[src/rtl/nmos_clk_gen.sv]
// -----------------------------------------------------------------------------
// nmos_clk_gen
//
// Two-phase non-overlapping clock sequencer for the NMOS cell library. The
// sequence is PH1, GAP1, PH2, GAP2. It advances one tick per rising edge of
// main_clk. The outputs are level windows (phi1/phi2) and one-tick capture
// strobes (C1/C2). The cells sample these strobes at posedge main_clk.
//
// Parameters:
//   HIGH_W  main_clk cycles each phase is high (>=1)
//   GAP_W   dead cycles between phases (>=1)
//   CNT_W   width of the completed-cycle counter
//
// Ports:
//   main_clk  in   fast clock; all state updates on its rising edge
//   rst_n     in   synchronous active-low reset
//   run       in   level; 1 = free-run phase cycles
//   step      in   one-tick pulse; while idle, runs exactly one phase cycle
//   phi1      out  PHI1 level window
//   phi2      out  PHI2 level window
//   C1        out  PHI1 capture strobe, last tick of the phi1 window
//   C2        out  PHI2 capture strobe, last tick of the phi2 window
//   busy      out  1 whenever a phase cycle is in progress
//   cyc_cnt   out  number of completed phase cycles (wraps)
// -----------------------------------------------------------------------------
module nmos_clk_gen #(
  parameter int HIGH_W = 2,
  parameter int GAP_W  = 1,
  parameter int CNT_W  = 32
) (
  input  logic             main_clk,
  input  logic             rst_n,
  input  logic             run,
  input  logic             step,
  output logic             phi1,
  output logic             phi2,
  output logic             C1,
  output logic             C2,
  output logic             busy,
  output logic [CNT_W-1:0] cyc_cnt
);

  // The tick counter must hold the longest dwell, whether phase or gap.
  localparam int MAX_T  = (HIGH_W > GAP_W) ? HIGH_W : GAP_W;
  localparam int TCNT_W = (MAX_T > 1) ? $clog2(MAX_T) : 1;

  localparam logic [TCNT_W-1:0] HIGH_LAST = TCNT_W'(HIGH_W - 1);
  localparam logic [TCNT_W-1:0] GAP_LAST  = TCNT_W'(GAP_W - 1);

  localparam logic [2:0] S_IDLE = 3'd0;
  localparam logic [2:0] S_PH1  = 3'd1;
  localparam logic [2:0] S_GAP1 = 3'd2;
  localparam logic [2:0] S_PH2  = 3'd3;
  localparam logic [2:0] S_GAP2 = 3'd4;

  logic [2:0]        state_q,     state_d;
  logic [TCNT_W-1:0] tcnt_q,      tcnt_d;
  logic              step_pend_q, step_pend_d;
  logic [CNT_W-1:0]  cyc_cnt_q,   cyc_cnt_d;

  always_comb begin
    state_d     = state_q;
    tcnt_d      = tcnt_q;
    step_pend_d = step_pend_q;
    cyc_cnt_d   = cyc_cnt_q;

    case (state_q)
      S_IDLE: begin
        // run and step are only considered here. A step that arrives while
        // busy is dropped, not queued.
        if (run || step) begin
          state_d     = S_PH1;
          tcnt_d      = '0;
          step_pend_d = step;
        end
      end

      S_PH1: begin
        if (tcnt_q == HIGH_LAST) begin
          state_d = S_GAP1;
          tcnt_d  = '0;
        end else begin
          tcnt_d = tcnt_q + TCNT_W'(1);
        end
      end

      S_GAP1: begin
        if (tcnt_q == GAP_LAST) begin
          state_d = S_PH2;
          tcnt_d  = '0;
        end else begin
          tcnt_d = tcnt_q + TCNT_W'(1);
        end
      end

      S_PH2: begin
        if (tcnt_q == HIGH_LAST) begin
          state_d = S_GAP2;
          tcnt_d  = '0;
        end else begin
          tcnt_d = tcnt_q + TCNT_W'(1);
        end
      end

      S_GAP2: begin
        if (tcnt_q == GAP_LAST) begin
          // The cycle is complete. Only run decides whether another cycle
          // starts, so a finished step returns to idle.
          cyc_cnt_d   = cyc_cnt_q + CNT_W'(1);
          step_pend_d = 1'b0;
          tcnt_d      = '0;
          state_d     = run ? S_PH1 : S_IDLE;
        end else begin
          tcnt_d = tcnt_q + TCNT_W'(1);
        end
      end

      default: begin
        state_d = S_IDLE;
        tcnt_d  = '0;
      end
    endcase
  end

  always_ff @(posedge main_clk) begin
    if (!rst_n) begin
      state_q     <= S_IDLE;
      tcnt_q      <= '0;
      step_pend_q <= 1'b0;
      cyc_cnt_q   <= '0;
    end else begin
      state_q     <= state_d;
      tcnt_q      <= tcnt_d;
      step_pend_q <= step_pend_d;
      cyc_cnt_q   <= cyc_cnt_d;
    end
  end

  // Decode only from registered state, so the outputs cannot glitch.
  assign phi1    = (state_q == S_PH1);
  assign phi2    = (state_q == S_PH2);
  assign C1      = (state_q == S_PH1) && (tcnt_q == HIGH_LAST);
  assign C2      = (state_q == S_PH2) && (tcnt_q == HIGH_LAST);
  assign busy    = (state_q != S_IDLE);
  assign cyc_cnt = cyc_cnt_q;

endmodule
[config.mk]
export PLATFORM = sky130hd
export DESIGN_NAME = nmos_clk_gen
export DESIGN_NICKNAME = d
export VERILOG_FILES = /design/src/rtl/nmos_clk_gen.sv
export SDC_FILE = /design/constraint.sdc
export NUM_CORES = 1
export LEC_CHECK = 0
export BUFFER_PORTS_ARGS = -buffer_cell sky130_fd_sc_hd__buf_4
export CAP_MARGIN = 30
export CORE_MARGIN = 3
export CORE_UTILIZATION = 40
export DETAILED_ROUTE_END_ITERATION = 12
export GPL_TIMING_DRIVEN = 0
export PLACE_DENSITY = 0.69
export SLEW_MARGIN = 20
export SYNTH_ARGS = -nofsm -noshare
export SYNTH_HDL_FRONTEND = slang
export SYNTH_SLANG_ARGS = --single-unit
[constraint.sdc]
create_clock -name main_clk -period 2.64 [get_ports main_clk]
set_input_delay 0.132 -clock main_clk [delete_from_list [all_inputs] [get_ports main_clk]]
set_output_delay 0.132 -clock main_clk [all_outputs]
set_load 0.005 [all_outputs]
# Yosys cells after proc, flatten, opt, wreduce, memory -nomap -nowiden
# Cells that the tools add are included.
# totals
ff_bits,36
wordCells,35
# op_classes
add_sub_neg,2
n_eq_ne,9
mux,11
n_bitwise,1
reduce_logical,9
# ops
cell,count
adder 32 x 1 -> 32 bit (second input constant),1
two-way mux 3 bit,5
one-hot mux 3 bit (5 select lines),1
== test 3 x 2 -> 1 bit (second input constant),2
inequality test 2 bit (second input constant),3
AND reduction 5 bit,1
two-way mux 1 bit,4
inequality test 2 x 1 -> 1 bit (second input constant),2
OR reduction 2 bit,2
== test 3 x 1 -> 1 bit (second input constant),1
== test 3 bit (second input constant),1
logical NOT 3 bit,1
one-hot mux 1 bit (3 select lines),1
nonzero test 3 bit,1
logical AND 1 bit,2
AND reduction 2 bit,1
adder 1 bit (second input constant),1
logical OR 1 bit,1
inverter 1 bit,1

# Logic depth before layout (Yosys ltp)
# Gate-level depths: netlist (run 1).
# logic_depth
depth_word,3
ltp_mapped,7
depth_no_buf,5

# Worst setup path before layout (run 1)
# Ideal clock, no wire load.
# synth_timing
kind,reg-to-reg
startpoint,reg cyc_cnt_q[12] (netlist: cyc_cnt[12])
endpoint,reg cyc_cnt_q[28] (netlist: cyc_cnt[28])
setup_time_ps,70
arrival_time_ps,1876
path_slack_ps,693
path_stages_with_launch,7
path_buffers,2
cell_sequence,dfxtp_1 nand4_2 or4_1 buf_2 buf_6 or4_1 a21oi_1
# synth_via
elab_chain_cells,1
# synth_lines
element,line_no,source
start: declaration,59,"logic [CNT_W-1:0] cyc_cnt_q, cyc_cnt_d;"
start signal: assignment,135,cyc_cnt_q <= cyc_cnt_d;
adder 32 x 1 -> 32 bit,109,cyc_cnt_d = cyc_cnt_q + CNT_W'(1);
# No other way between the ends.
# A chain may end at the register's enable or synchronous reset.

# Worst setup path in the final report (run 1)
# layout_timing
startpoint,reg state_q[1]
endpoint,reg cyc_cnt_q[30] (netlist: cyc_cnt[30])
# layout_via
elab_chain_cells,2
# layout_lines
element,line_no,source
start: declaration,56,"logic [2:0] state_q, state_d;"
start signal: assignment,132,state_q <= state_d;
== test 3 bit,67,case (state_q)
AND reduction 2 bit (no source line),--,
# No other way between the ends.

==> results.cfg, run 1 <==
[timing]
finalHoldViolCount = 0
timing.final.setup_violations = 0
maxClockFrequency_mhz = 458
final_max_slew_viol_count = 0
slew_headroom = 0.649
setup_tns_ps = 0
share_of_the_cycle_needed_by_the_critical_path_after_routing = 0.827
final.setup_skew_ps = 2.63
grt_setup_unrepaired = false
worstMarginPinSlew_ps = 527
final_period_minus_worst_setup_slack_ps = 2180

[synth]
synth.lib_cells_used.distinct = 30
synth_xor_xnor_area_share = 0.0455
synthesis.yosys.warnings = 0
synth_top_family_by_area = simple AND/OR/NAND/NOR gates
syn_avg_cell_area_um2 = 8.38
syn_nets = 212
synth_compound_area_frac = 0.162
synth.ff_latch_count = 36
synth_adder_area_share = 0.00722
synthCells = 207
synth_sequential_area_ratio = 0.416
synth.area.mux_share = 0.0173
syn_area_um2 = 1730
synth_simple_gate_area_share = 0.304

[pwr]
power.density_cell_area_nw_per_um2 = 504
p_sw_mw = 0.220
clkPwrFrac = 0.468
sequential_power_share = 0.494
switching_share = 0.197
leakage_nw = 0.805
combPwrFrac = 0.038
cell_internal_pwr_mw = 0.900
vdd_ir_drop_max_mv = 0.321

[cells_and_area]
diodes = 0
final_cell_area_um2 = 2220
layout_area_growth_over_synthesis_pct = 28.2
total_number_of_nets_in_the_final_design = 259
final-instance-count-excl-fill = 305
layout.cells.most_common_list = sky130_fd_sc_hd__buf_4 (40), sky130_fd_sc_hd__dfxtp_1 (36), sky130_fd_sc_hd__a21oi_1 (22)
fraction_of_final_layout_cells_with_drive_strength_greater_than_1 = 0.204
layout_commonest_cell = sky130_fd_sc_hd__buf_4

[global_routing]
grt_start_max_net_pins = 12
via_count_of_the_first_global_routing_pass = 1460
grt_util_all_layers = 0.172
number_of_antenna_violations_at_the_first_check_in_global_routing = 0
grt_remaining_overflow = 0
grt_first_pass_wirelength_um = 7040

[place]
dp_cells = 297
placement.cell_area_um2 = 2100
routabilityCongestion = 0.748
detailedPlacementHpwl_um = 2880
portBuffers = 40

[min_path]
hold_path.class = in -> reg

[clock_network]
ctsHtreeMaxLevel = 2
cts.path.max_buffers = 2
worst_skew_pair.late_latency_ps = 280
cts-buffers-inserted = 5
cts_hold_repair.buffers = 0
post_cts.repair.setup_buffers = 0
clock_tree_from_tritoncts = built
clk_pin_slew_worst_setup_hold_paths_ps = 70
ctsResizeCount = 0
clk_root_buffer_cell = sky130_fd_sc_hd__clkbuf_8
clock-sinks = 36

[setup_path]
cp_max_fo = 10
critical_path_arrival_ps = 2330
timing.setup.critical_path_class = reg -> reg
crit_required_ps = 2790
setup.worst_path.start_class = flip-flop
worstSetupEndpointType = flip-flop

[job]
max_cap_viol_count = 0

[floorplan]
floorplan.io_pins = 41
die_height_um = 71.8
die_width_um = 71.8
rows = 23
area_of_the_core_um2 = 4090
design.die.area_um2 = 5160
initial_core_util = 0.424

[detailed_routing]
drt-total-wl_um = 4110
drt_first_pass_iters = 4
via_count = 1636
route.antenna.remaining_nets = 0
detail_route.wl_per_cell_um = 13.5
vias_per_cell = 5.36
drcViolationCount = 0
drt-initial-drc-count = 129

[outcome]
outcome = complete, no violations
-- state kept, by name (all words and copies together), names as in the netlist --
name	flops
tcnt_q	1
cyc_cnt	32
state_q	3
-- stage by stage --
step                      worst slack (ps)   util  power [mW]  hold WS [ps]
after floorplan                        693      -       0.589           250
after global placement                 474  0.513       0.609           420
after detailed placement               435  0.513       0.609           423
after CTS                              419  0.544        1.14           124
after global routing                   176  0.544        1.16           140
final                                  457  0.544        1.12           127
-- Yosys cell counts, drive strengths merged --
cell / instances / area share
dfxtp: 36 / 0.42
a21oi: 22 / 0.063
or4: 16 / 0.069
nand2: 15 / 0.032
nor2: 14 / 0.030
o31ai: 14 / 0.061
clkbuf: 11 / 0.024
nand3: 10 / 0.029
nand4: 9 / 0.036
or3: 9 / 0.032
o21ai: 8 / 0.023
inv: 7 / 0.015
xor2: 7 / 0.035
nand2b: 4 / 0.014
and2: 3 / 0.011
and3: 3 / 0.011
mux2i: 3 / 0.017
nor4: 3 / 0.011
and4: 2 / 0.010
buf: 2 / 0.0094
xnor2: 2 / 0.010
and3b: 1 / 0.0051
ha: 1 / 0.0072
nor3b: 1 / 0.0043
nor4b: 1 / 0.0087
o21a: 1 / 0.0043
o22a: 1 / 0.0051
o31a: 1 / 0.0051
-- area by class of cell --
| cell class | instances | area, µm² |
|---|---|---|
| inverter | 7 | 26.3 |
| multi-input combinational | 151 | 930 |
| clock buffer | 7 | 96.3 |
| fill | 426 | 1860 |
| timing repair buffer | 40 | 300 |
| buffer | 13 | 57.6 |
| tap | 50 | 62.6 |
| clock inverter | 1 | 30.0 |
| sequential | 36 | 721 |
-- final timing paths --
| check | cells past startpoint | slack (ps) | to | from |
|---|---|---|---|---|
| worst min-delay path | 2 | 130 | cyc_cnt[26]$_SDFFE_PN0P_ | rst_n |
| worst max-delay path | 7 | 460 | cyc_cnt[30]$_SDFFE_PN0P_ | state_q[1]$_SDFFE_PN0P_ |
| worst max register to register | 7 | 460 | cyc_cnt[30]$_SDFFE_PN0P_ | state_q[1]$_SDFFE_PN0P_ |
| worst min register to register | 2 | 490 | cyc_cnt[31]$_SDFFE_PN0P_ | cyc_cnt[31]$_SDFFE_PN0P_ |
-- power groups by stage --
stage                     Combinational [mW]  Clock, mW  Sequential [mW]
after global placement                0.0427          0            0.566
after CTS                             0.0434      0.538            0.553
after floorplan                       0.0245          0            0.564
final                                 0.0425      0.524            0.554
after global routing                  0.0474      0.556            0.554
after detailed placement              0.0430          0            0.566
-- worst max-delay path, cell delays in order, from the launching register on --
cell,delay [ps]
sky130_fd_sc_hd__dfxtp_1,300
sky130_fd_sc_hd__clkbuf_1,190
sky130_fd_sc_hd__nor4b_2,400
sky130_fd_sc_hd__nand4_1,170
sky130_fd_sc_hd__clkbuf_1,270
sky130_fd_sc_hd__clkbuf_1,330
sky130_fd_sc_hd__o31ai_1,300
sky130_fd_sc_hd__a21oi_1,100
-- cells by family after synthesis --
group                    after synthesis
multiplexers                           3
AO/OA/AOI/OAI                         47
buffers and inverters                 20
XOR/XNOR                               9
AND/OR/NAND/NOR                       91
flip-flops                            36
adder cells (fa/ha/maj)                1
-- per-layer routing --
| metal | vias to the layer above | track usage | part of all wire |
|---|---|---|---|
| met5 | - | 0 | 0 |
| met4 | 0 | 0.0564 | 0.014 |
| met3 | 5 | 0.0505 | 0.061 |
| met2 | 39 | 0.256 | 0.44 |
| met1 | 737 | 0.239 | 0.49 |
| li1 | 855 | - | - |
No activity file was read; power rests on OpenSTA's default activity.
==> run 2: changes to the inputs <==
Settings changed: ABC_AREA set to 1, PLACE_DENSITY 0.69 to 0.71.
Clock period 2.64 ns to 1.75 ns, I/O delays scaled along.
==> run 2 against run 1 <==
Sequential share of layout area fell by 4.1 points. Clock skew rose by 2.3 ps. Cell area rose by 15%. Clock power rose by 16%. Routed wire length rose by 24%. Sequential power rose by 61%. Area after synthesis rose by 16%. Total power rose by 59%. Hold slack got worse by 38 ps.
==> results.cfg, run 2 <==
[synth]
asyncSetResetFlopFracSynth = 0
yosysTopAreaCell = sky130_fd_sc_hd__dfxtp_1
synth.top_cells.by_area = sky130_fd_sc_hd__dfxtp_1 (36%), sky130_fd_sc_hd__nand2_1 (18%), sky130_fd_sc_hd__nor2_1 (13%)
synth.ff_latch_count = 36
proportion_of_netlist_area_held_by_the_largest_area_contributor = 0.357
synth_top_cells_by_count = sky130_fd_sc_hd__nand2_1 (98), sky130_fd_sc_hd__nor2_1 (68), sky130_fd_sc_hd__inv_1 (56)
syn_nets = 339
synthCells = 334
yosys.cell_count.top_type = sky130_fd_sc_hd__nand2_1
synth.lib_cells_used.distinct = 21
syn_avg_cell_area_um2 = 6.05
syn_area_um2 = 2020
ys.flop_type = sky130_fd_sc_hd__dfxtp_1
synth_sequential_area_ratio = 0.357
number_of_synthesized_flops_with_an_enable_pin = 0
synthesis.yosys.warnings = 0

[timing]
slew_headroom = 0.655
worstMarginPinSlew_ps = 518
setup_ws_ps = 126
setup_tns_ps = 0
finalHoldWorstSlack_ps = 88.8
finalHoldViolCount = 0
grt_setup_unrepaired = true
final.setup_skew_ps = 4.96
final_period_minus_worst_setup_slack_ps = 1620
share_of_the_cycle_needed_by_the_critical_path_after_routing = 0.928
timing.final.setup_violations = 0
final_max_slew_viol_count = 0
maxClockFrequency_mhz = 616

[place]
routabilityCongestion = 0.901
detailedPlacementHpwl_um = 3950
dp_slack_ps = 125
portBuffers = 40

[clock_network]
clock-sinks = 36
cts.path.max_buffers = 2
cts-buffers-inserted = 5
clock_tree_from_tritoncts = built
cts_hold_repair.buffers = 0
clk_root_buffer_cell = sky130_fd_sc_hd__clkbuf_8
ctsHtreeMaxLevel = 2
clk_pin_slew_worst_setup_hold_paths_ps = 70
worst_skew_pair.late_latency_ps = 290

[floorplan]
design.die.area_um2 = 5940
die_width_um = 77.1
rows = 25
initial_core_util = 0.422
die_height_um = 77.1
floorplan.io_pins = 41
area_of_the_core_um2 = 4790

[cells_and_area]
layout.cells.most_common_list = sky130_fd_sc_hd__nand2_1 (97), sky130_fd_sc_hd__nor2_1 (66), sky130_fd_sc_hd__inv_1 (56)
total_number_of_nets_in_the_final_design = 390
layout_commonest_cell = sky130_fd_sc_hd__nand2_1
diodes = 0
layout.area.seq_um2 = 721
largest_register_ff_count = 32
layout_area_growth_over_synthesis_pct = 26.1
filler_cell_count = 506
fraction_of_final_layout_cells_with_drive_strength_greater_than_1 = 0.161
multiInputGateArea_um2 = 1090

[setup_path]
crit_required_ps = 1930
timing.setup.critical_path_class = reg -> reg
setup.worst_path.start_class = flip-flop
worstSetupEndpointType = flip-flop
critical_path_arrival_ps = 1810
cp_max_fo = 4

[job]
max_cap_viol_count = 0

[detailed_routing]
route.antenna.remaining_nets = 0
drt_first_pass_iters = 4
vias_per_cell = 4.68
via_count = 2121
drt-initial-drc-count = 122
drcViolationCount = 0
drt-total-wl_um = 5090
detail_route.wl_per_cell_um = 11.2
detailed_routed_wire_length_on_met2_um = 2300
highest-signal-layer = met4
met3_length_um = 204
routedLengthMet1_um = 2570

[min_path]
hold_path.class = in -> reg

[global_routing]
via_count_of_the_first_global_routing_pass = 1971
grt_start_max_net_pins = 11
grt_first_pass_wirelength_um = 8800
grt_util_all_layers = 0.182
number_of_antenna_violations_at_the_first_check_in_global_routing = 0
grt_remaining_overflow = 0

[pwr]
power.density_cell_area_nw_per_um2 = 701
vdd_ir_drop_max_mv = 0.586
overall_power_mw = 1.78
leakage_nw = 1.19

[outcome]
outcome = complete, no violations
==> run 2: changes by cell type after synthesis, sizes merged, moves of 4 or more <==
cell / delta
xor2: -6
o31ai: -14
clkbuf: -9
a21oi: -12
nor2: +55
o21ai: +4
nor3: +9
inv: +49
nand2b: -4
or4: -16
nand2: +83
or3: -9
nand3: +8
==> run 2: timing repair <==
| action | in CTS | in global routing |
|---|---|---|
| endpoints found under the setup margin | 0 | 13 |
| gates resized for setup | 0 | 6 |
| buffers inserted | 0 | 4 |
==> run 2: critical path, cell delays in order, from the launching register on <==
cell and delay, ps:
sky130_fd_sc_hd__dfxtp_1 380, sky130_fd_sc_hd__ha_1 160, sky130_fd_sc_hd__inv_1 80, sky130_fd_sc_hd__nor2_2 150, sky130_fd_sc_hd__nand2_2 110, sky130_fd_sc_hd__nor3_4 240, sky130_fd_sc_hd__buf_4 150, sky130_fd_sc_hd__nand2_1 60
sky130_fd_sc_hd__o21ai_0 140, sky130_fd_sc_hd__nor2_1 50
==> run 2: layer usage <==
layer  vias up  global-route usage
met4         0              0.0569
li1       1135                   -
met1       942               0.243
met2        42               0.294
met5         -                   0
met3         2              0.0364
==> run 2: cells by family (layout without fill, tap and decap cells) <==
logic type,count (synthesis),in the layout,share of synthesized area
AOI/OAI and AO/OA,24,24,0.0613
buffers and inverters,60,112,0.113
DFF,36,36,0.357
and+or+nand+nor,209,209,0.445
adders and majority gates,1,1,0.00619
xor gates and xnor gates,4,4,0.0174
==> run 2: path summary, 6_finish.rpt <==
| check | slack [ps] | startpoint | end | cells past startpoint |
|---|---|---|---|---|
| setup reg to reg | 130 | cyc_cnt[1]$_SDFFE_PN0P_ | cyc_cnt[14]$_SDFFE_PN0P_ | 9 |
| hold reg to reg | 490 | cyc_cnt[1]$_SDFFE_PN0P_ | cyc_cnt[1]$_SDFFE_PN0P_ | 2 |
| hold / removal | 90 | rst_n | cyc_cnt[0]$_SDFFE_PN0P_ | 3 |
| setup / recovery | 130 | cyc_cnt[1]$_SDFFE_PN0P_ | cyc_cnt[14]$_SDFFE_PN0P_ | 9 |
==> run 2: area by class of cell <==
type                    count  area share
inverters                  56      0.0826
clock buffers               8      0.0354
well taps                  67      0.0329
repair buffers             44       0.130
multi-input cells         238       0.429
plain buffers               4     0.00688
flip-flops and latches     36       0.283
==> run 2: per-stage QoR <==
step                      utilization  cells  cell area (µm²)
after floorplan                     -    334             2020
after global placement          0.502    441             2400
after detailed placement        0.502    441             2400
after CTS                       0.521    449             2490
after global routing            0.532    453             2550
final                           0.532    453             2550
==> run 2: power breakdown <==
part / internal (mW) / total, mW / switching (mW) / leakage [nW]
Combinational: 0.122 / 0.284 / 0.162 / 0.853
Sequential: 0.849 / 0.890 / 0.0416 / 0.291
Clock: 0.321 / 0.610 / 0.289 / 0.0455
